## src/rtl/proc_pkg.sv

```systemverilog
// proc_pkg: processor-wide constants shared by the register file and the control unit.
// Holds datapath width, register count, instruction field positions and opcodes.
package proc_pkg;

  localparam int DATA_W = 16;
  localparam int NREGS  = 16;
  localparam int ADDR_W = 4;

  // Instruction layout: rs | rt | rd | opcode
  localparam int RS_HI = 15;
  localparam int RS_LO = 12;
  localparam int RT_HI = 11;
  localparam int RT_LO = 8;
  localparam int RD_HI = 7;
  localparam int RD_LO = 4;
  localparam int OP_HI = 3;
  localparam int OP_LO = 0;

  typedef enum logic [3:0] {
    OP_ADD  = 4'h0,
    OP_SUB  = 4'h1,
    OP_AND  = 4'h2,
    OP_OR   = 4'h3,
    OP_LW   = 4'h8,
    OP_SW   = 4'h9,
    OP_BEQ  = 4'hA,
    OP_ADDI = 4'hB
  } opcode_t;

  function automatic logic [ADDR_W-1:0] field_rs(input logic [15:0] instr);
    return instr[RS_HI:RS_LO];
  endfunction

  function automatic logic [ADDR_W-1:0] field_rt(input logic [15:0] instr);
    return instr[RT_HI:RT_LO];
  endfunction

  function automatic logic [ADDR_W-1:0] field_rd(input logic [15:0] instr);
    return instr[RD_HI:RD_LO];
  endfunction

endpackage

```

## src/rtl/reg_array.sv

```systemverilog
// reg_array: architectural register storage.
// Two combinational read ports, one debug read port, one synchronous write port.
// r0 is hardwired to zero; the whole array clears asynchronously while reset is low.
module reg_array
  import proc_pkg::*;
#(
  parameter int DATA_W = proc_pkg::DATA_W,
  parameter int NREGS  = proc_pkg::NREGS
) (
  input  logic              clk,
  input  logic              reset,
  input  logic              we,
  input  logic [3:0]        waddr,
  input  logic [DATA_W-1:0] wdata,
  input  logic [3:0]        raddr_a,
  input  logic [3:0]        raddr_b,
  input  logic [3:0]        dbg_addr,
  output logic [DATA_W-1:0] rdata_a,
  output logic [DATA_W-1:0] rdata_b,
  output logic [DATA_W-1:0] dbg_data
);

  logic [DATA_W-1:0] regs [NREGS];

  // Storage update: async clear, otherwise write any register except r0
  always_ff @(posedge clk or negedge reset) begin
    if (!reset) begin
      for (int i = 0; i < NREGS; i++) begin
        regs[i] <= '0;
      end
    end else if (we && (waddr != 4'd0) && (int'(waddr) < NREGS)) begin
      regs[waddr] <= wdata;
    end
  end

  // Read ports: r0 and out-of-range addresses return zero
  always_comb begin
    rdata_a  = '0;
    rdata_b  = '0;
    dbg_data = '0;
    if ((raddr_a != 4'd0) && (int'(raddr_a) < NREGS)) rdata_a = regs[raddr_a];
    if ((raddr_b != 4'd0) && (int'(raddr_b) < NREGS)) rdata_b = regs[raddr_b];
    if ((dbg_addr != 4'd0) && (int'(dbg_addr) < NREGS)) dbg_data = regs[dbg_addr];
  end

endmodule

```

## src/rtl/reg_file_wb.sv

```systemverilog
// reg_file_wb: register file with a one-entry write-back pending stage.
// A write is captured on one edge and committed to reg_array on the next.
// Optional macro REGFILE_BYPASS_EN forwards the pending value to rs/rt reads;
// without it, reads see only the committed array.
module reg_file_wb
  import proc_pkg::*;
#(
  parameter int DATA_W = proc_pkg::DATA_W,
  parameter int NREGS  = proc_pkg::NREGS
) (
  input  logic              clk,
  input  logic              reset,
  input  logic [15:0]       instr,
  input  logic              regdest,
  input  logic              regwrite,
  input  logic              memtoreg,
  input  logic [DATA_W-1:0] alu_result,
  input  logic [DATA_W-1:0] mem_rdata,
  input  logic              stall,
  output logic [DATA_W-1:0] rs_data,
  output logic [DATA_W-1:0] rt_data,
  output logic              wb_pending,
  input  logic [3:0]        dbg_addr,
  output logic [DATA_W-1:0] dbg_data,
  output logic [15:0]       wr_count
);

  logic [3:0]        rs_addr;
  logic [3:0]        rt_addr;
  logic [3:0]        wb_addr;
  logic [DATA_W-1:0] wb_value;
  logic              capture;
  logic [3:0]        pend_addr;
  logic [DATA_W-1:0] pend_data;
  logic [DATA_W-1:0] arr_rs;
  logic [DATA_W-1:0] arr_rt;
  logic              unused_opcode;

  assign rs_addr       = field_rs(instr);
  assign rt_addr       = field_rt(instr);
  assign unused_opcode = ^instr[OP_HI:OP_LO];

  // Write-back source/destination muxes and capture qualification (r0 writes dropped)
  always_comb begin
    wb_value = memtoreg ? mem_rdata : alu_result;
    wb_addr  = regdest ? field_rd(instr) : field_rt(instr);
    capture  = regwrite && !stall && (wb_addr != 4'd0);
  end

  // Pending stage and commit counter; a pending write always commits on the next edge
  always_ff @(posedge clk or negedge reset) begin
    if (!reset) begin
      pend_addr  <= '0;
      pend_data  <= '0;
      wb_pending <= 1'b0;
      wr_count   <= '0;
    end else begin
      wb_pending <= capture;
      if (capture) begin
        pend_addr <= wb_addr;
        pend_data <= wb_value;
      end
      if (wb_pending && (wr_count != 16'hFFFF)) begin
        wr_count <= wr_count + 16'd1;
      end
    end
  end

  reg_array #(
    .DATA_W (DATA_W),
    .NREGS  (NREGS)
  ) u_reg_array (
    .clk      (clk),
    .reset    (reset),
    .we       (wb_pending),
    .waddr    (pend_addr),
    .wdata    (pend_data),
    .raddr_a  (rs_addr),
    .raddr_b  (rt_addr),
    .dbg_addr (dbg_addr),
    .rdata_a  (arr_rs),
    .rdata_b  (arr_rt),
    .dbg_data (dbg_data)
  );

`ifdef REGFILE_BYPASS_EN
  // Read ports forward the not-yet-committed value when addresses match
  always_comb begin
    rs_data = arr_rs;
    rt_data = arr_rt;
    if (wb_pending && (pend_addr != 4'd0) && (pend_addr == rs_addr)) rs_data = pend_data;
    if (wb_pending && (pend_addr != 4'd0) && (pend_addr == rt_addr)) rt_data = pend_data;
  end
`else
  // Read ports return committed array contents only
  always_comb begin
    rs_data = arr_rs;
    rt_data = arr_rt;
  end
`endif

endmodule

```

## config.mk

```make
export PLATFORM = sky130hd
export DESIGN_NAME = reg_file_wb
export DESIGN_NICKNAME = d
export VERILOG_FILES = /design/src/rtl/proc_pkg.sv /design/src/rtl/reg_array.sv /design/src/rtl/reg_file_wb.sv
export SDC_FILE = /design/constraint.sdc
export NUM_CORES = 1
export LEC_CHECK = 0
export BUFFER_PORTS_ARGS = -buffer_cell sky130_fd_sc_hd__clkbuf_2
export CAP_MARGIN = 0
export CORE_ASPECT_RATIO = 0.8
export CORE_MARGIN = 3
export CORE_UTILIZATION = 66
export DETAILED_ROUTE_END_ITERATION = 8
export GPL_ROUTABILITY_DRIVEN = 0
export HOLD_SLACK_MARGIN = 0.12
export PLACE_DENSITY = 0.86
export SYNTH_ARGS = -nofsm -noshare
export SYNTH_HDL_FRONTEND = slang
export SYNTH_SLANG_ARGS = --single-unit
```

## constraint.sdc

```tcl
create_clock -name clk -period 4.9 [get_ports clk]
set_clock_uncertainty 0.05 [all_clocks]
set_input_delay 0.245 -clock clk [delete_from_list [all_inputs] [get_ports clk]]
set_output_delay 0.245 -clock clk [all_outputs]
set_load 0.02 [all_outputs]
```

# After elaboration in Yosys (flattened, before gate mapping)
# Cells that the tools add are included.
# word_totals
out_inout_bits	65
input_bits	58
wordCells	59
ff_bits	293
# op_classes
n_lt_le_gt_ge	5
reduce_logical	11
bitwise	4
add_sub_neg	1
muxes	17
eq_ne	1
# ops
op	n
bitwise mux 256 bit	1
binary-select mux 16 bit (select 4 bit)	3
2-to-1 mux 16 bit	11
demux 16 bit (select 4 bit)	1
greater-or-equal comparator 5 bit (second input constant)	4
NOT 4 -> 5 bit	4
nonzero test 4 bit	5
adder 16 x 1 -> 16 bit (second input constant)	1
!= test 16 bit (second input constant)	1
logical AND 1 bit	5
< comparator 5 x 1 -> 1 bit (second input constant)	1
2-to-1 mux 4 bit	1
logical NOT 1 bit	1

# Logic depth before layout (Yosys ltp)
# logic_depth
ltp_word	6
ltp_mapped	7
depth_no_buf	5

# Hierarchy
# From an unflattened synthesis, not the netlist that was laid out.
# unflattened
cells_unflattened	1252
area_unflattened_um2	16729.8
# by_module_without_submodules
module	seq_area_each_um2	n_inst	area_each_um2	cells_per_inst
reg_array	6030.8	1	14826.7	1104
reg_file_wb	925.9	1	1903.1	148

# Least setup slack after synthesis
# Ideal clock, no wire load.
# synth_timing
path_type	input port to output port
from	input port dbg_addr[1]
to	output port dbg_data[14]
path_slack_ps	2912
cell_stages	7
n_path_buf	3
required_ps	4605
arrival_time_ps	1693
path_cell_list	buf_2 -> buf_2 -> buf_2 -> a21oi_1 -> a21oi_1 -> o221ai_1 -> o21ai_0
# synth_between
elab_chain_len	5
elab_cells_between_ends	6
classes_between	mux (4); bitwise (1); reduce/logical (1)
# synth_lines
item	line	rtl
start, declared	reg_file_wb.sv:23	input logic [3:0] dbg_addr,
NOT 4 -> 5 bit (implied by the code)	reg_array.sv:43	if ((dbg_addr != 4'd0) && (int'(dbg_addr) < NREGS)) dbg_data = regs[dbg_addr];
binary-select mux 16 bit (select 4 bit)	reg_array.sv:43	
2-to-1 mux 16 bit (implied by the code) (2 in a row)	reg_array.sv:43	
2-to-1 mux 16 bit (*)	reg_array.sv:43	
end, declared	reg_file_wb.sv:24	output logic [DATA_W-1:0] dbg_data,
# Mark *: on every way between the ends. The rest lies on a longest branch, timed or not. The select of a mux whose other input is x is not followed.

# Final worst setup path
# layout_timing
from	input port instr[14]
to	output port rs_data[8]
# layout_between
elab_chain_len	5
elab_cells_between_ends	6
classes_between	mux (4); bitwise (1); reduce/logical (1)
# layout_lines
item	line	rtl
start, declared	reg_file_wb.sv:13	input logic [15:0] instr,
NOT 4 -> 5 bit (implied by the code)	reg_array.sv:41	if ((raddr_a != 4'd0) && (int'(raddr_a) < NREGS)) rdata_a = regs[raddr_a];
binary-select mux 16 bit (select 4 bit)	reg_array.sv:41	
2-to-1 mux 16 bit (implied by the code) (2 in a row)	reg_array.sv:41	
2-to-1 mux 16 bit (*)	reg_array.sv:41	
end, declared	reg_file_wb.sv:20	output logic [DATA_W-1:0] rs_data,
# Marks and branches as above.

==> flow_summary_export.csv <==
group,metric,value,unit
status,run_status,"completed",
global_routing,antenna_found_initial,1,
detailed_routing,m1WireLength,19.7,mm
worst_setup_path,crit_arrival,3.17,ns
layout,area_growth_syn_to_layout,11.8,%
logic_synthesis,avgSynthCellArea,13.7,sq um
floorplanning,die_y,154,um
worst_setup_path,cp_data_required_time,4.61,ns
detailed_routing,wl_per_cell,30.2,um
global_routing,grt-ovfl-total,0,
floorplanning,dieArea,29300,sq um
logic_synthesis,ys_types,52,
detailed_routing,vias,13300,
floorplanning,io_pins,123,
detailed_routing,dr.pass1.iters,6,
power,p_leak,9.25,nW
global_routing,grt_max_degree,117,
detailed_routing,wl_met3,6.53,mm
layout,drive_gt1_share,42.5,%
cts,ctsResizeCount,0,
cts,clk_pin_slew,0.06,ns
hold_path,hold_class,"in2reg",
logic_synthesis,yosysSeqAreaShare,40.7,%
cts,insertion_delay,0.56,ns
logic_synthesis,ys_warn_count,0,
timing,setup_viol,0,
worst_setup_path,critPathKind,"in2out",
floorplanning,core-area,26500,sq um
detailed_routing,drtAntennaViolNets,0,
place,port-buffer-count,118,
timing,tns,0,ns
logic_synthesis,syn_area,18000,sq um
detailed_routing,totalWireLength,53.9,mm
detailed_routing,drc,0,
cts,ctsRootBufferMaster,"clkbuf_16",
worst_setup_path,crit_path_cell_trace,"clkbuf_2 > nor2b_1 > a22oi_1 > a21o_1 > a221o_1 > clkbuf_2",
worst_setup_path,startpoint_type,"primary input",
detailed_routing,drt_iter0_drc,1777,
global_routing,grt_pass1_vias,14000,
layout,antennaDiodeCount,0,
global_routing,grtUsageTotal,37.1,%
cts,clkSinkCount,293,
detailed_routing,wl_met2,24.9,mm
worst_setup_path,cp_common_cell,"clkbuf_2",
logic_synthesis,synth_seq_cells,293,
logic_synthesis,synthFlopType,"dfrtp_1",
detailed_routing,dr.max_layer_used,"met5",
worst_setup_path,cp_slowest_cell,"nor2b_1",
power,power_density,531,nW/um^2
floorplanning,start_util,67.9,%
timing,slew-limit-headroom,12.8,%
cts,htree_levels,1,
logic_synthesis,syn-num-nets,1372,
cts,cts_tree,"built",
layout,fill_cells,1584,
cts,cts_buffers,30,
worst_setup_path,crit_path_max_incr_delay,1.10,ns
timing,grt_setup_unrepaired,"no",
timing,fmax,289,MHz
detailed_routing,vias_per_cell,7.46,
timing,fin_hold_ws,0.121,ns
cts,postCtsHoldBufs,42,
timing,worstMarginPinSlew,1.31,ns
worst_setup_path,cp_max_fo,31,
timing,final-max-slew-violation-count,0,
logic_synthesis,syn-instance-count,1313,
global_routing,grt_pass1_wl,83.0,mm
cts,cts.path.max_buffers,3,
power,peakVddDrop,0.345,mV
job,max-cap-violations,0,
timing,min_period,3.46,ns
floorplanning,rows,53,
floorplanning,die_w,191,um
timing,hold_viol_final,0,
worst_setup_path,end_kind,"primary output",
cts,postCtsSetupBuffers,0,
logic_synthesis,synth_enable_flop_cells,0,
logic_synthesis,ys_async_sr_fraction,100,%
place,dpl.hpwl,31.9,mm
timing,period_share,70.6,%
layout,final_nets,1462,
-- registers in the layout, indices dropped and copies added (netlist names) --
register          flops
u_reg_array.regs    256
pend_data            16
wr_count             16
pend_addr             4
wb_pending            1
-- report_power, final --
group	internal (mW)	switching (mW)	total, mW
Combinational	2.02	1.42	3.45
Sequential	3.38	1.16	4.53
Clock	1.70	0.996	2.70
Total	7.10	3.58	10.7
-- layout make-up --
cell class | instances | area [sq um] | share of cell area, %
multi-input cells | 877 | 9850 | 48.9
flip-flops and latches | 293 | 7330 | 36.4
repair buffers | 194 | 1300 | 6.47
clock buffers | 41 | 863 | 4.29
well taps | 357 | 447 | 2.22
clock inverters | 15 | 303 | 1.50
inverters | 7 | 26.3 | 0.131
-- Yosys cell counts (11+ instances only) --
cell type,count,share of area [%]
mux2_4,30,2.5
nand2_1,11,0.23
a21oi_1,20,0.56
mux2_2,239,15
mux4_2,114,14
clkbuf_1,45,0.94
mux2i_1,152,8.5
a22oi_1,46,1.9
a211oi_1,18,0.75
and3_1,32,1.1
buf_2,47,1.3
a221o_1,28,1.6
a221oi_1,46,2.2
buf_4,12,0.50
a21o_1,28,1.2
mux2_1,12,0.75
dfrtp_1,293,41
-- critical path: cells and delay by family --
| family | cells | cell delay [ns] |
|---|---|---|
| simple gates | 1 | 1.10 |
| buf+inv | 2 | 0.92 |
| compound gates | 3 | 0.88 |
-- stage by stage --
stage,worst slack [ns],util [%],total power [mW],std cells,area [sq um]
4_1_cts,1.68,75.9,10.5,1784,20100
6_report,1.44,75.9,10.7,1784,20100
3_5_place_dp,1.70,69.9,7.78,1686,18500
2_1_floorplan,2.91,-,6.81,1313,18000
3_3_place_gp,1.68,69.9,7.52,1686,18500
5_1_grt,1.45,75.9,11.1,1784,20100
-- metal layers --
layer / vias up / global-route usage (%)
li1: 5347 / -
met1: 6654 / 48.8
met2: 1037 / 58.1
met3: 276 / 10.3
met4: 2 / 17.4
met5: - / 0
-- cells in the final DEF, fill, tap and decap left out, drive strengths merged, types with 8 or more instances in the layout --
master,Yosys,final
dlygate4sd3,0,42
a221oi,46,46
mux4,116,116
xor2,8,8
a21oi,20,20
nand2,11,11
mux2i,152,152
bufinv,0,9
nor2,19,19
nor2b,9,9
a211oi,18,18
clkbuf,45,152
a21o,28,28
buf,81,41
mux2,281,281
a221o,28,28
nand3,9,9
a22oi,46,46
and3,32,32
dfrtp,293,293
-- worst paths after layout --
| kind | startpoint | to | slack (ns) | cells past startpoint |
|---|---|---|---|---|
| setup reg to reg | wb_pending$_DFF_PN0_ | u_reg_array.regs[202]$_DFFE_PN0P_ | 2.48 | 4 |
| hold reg to reg | u_reg_array.regs[248]$_DFFE_PN0P_ | u_reg_array.regs[248]$_DFFE_PN0P_ | 0.36 | 0 |
| min in group asynchronous | reset | u_reg_array.regs[219]$_DFFE_PN0P_ | 0.23 | 2 |
| setup / recovery | instr[14] | rs_data[8] | 1.44 | 6 |
| hold / removal | stall | wb_pending$_DFF_PN0_ | 0.12 | 3 |
| max in group asynchronous | reset | u_reg_array.regs[143]$_DFFE_PN0P_ | 3.39 | 3 |
-- kinds of logic (layout without fill, tap and decap cells) --
logic type	after synthesis	count (layout)	synth area share, %
muxes	549	549	41.2
DFF	293	293	40.7
AOI/OAI and AO/OA	197	197	8.75
buffers and inverters	143	257	4.73
and+or+nand+nor	117	117	3.88
xor gates and xnor gates	13	13	0.632
adders and majority gates	1	1	0.0695
(Power assumes the default switching activity.)
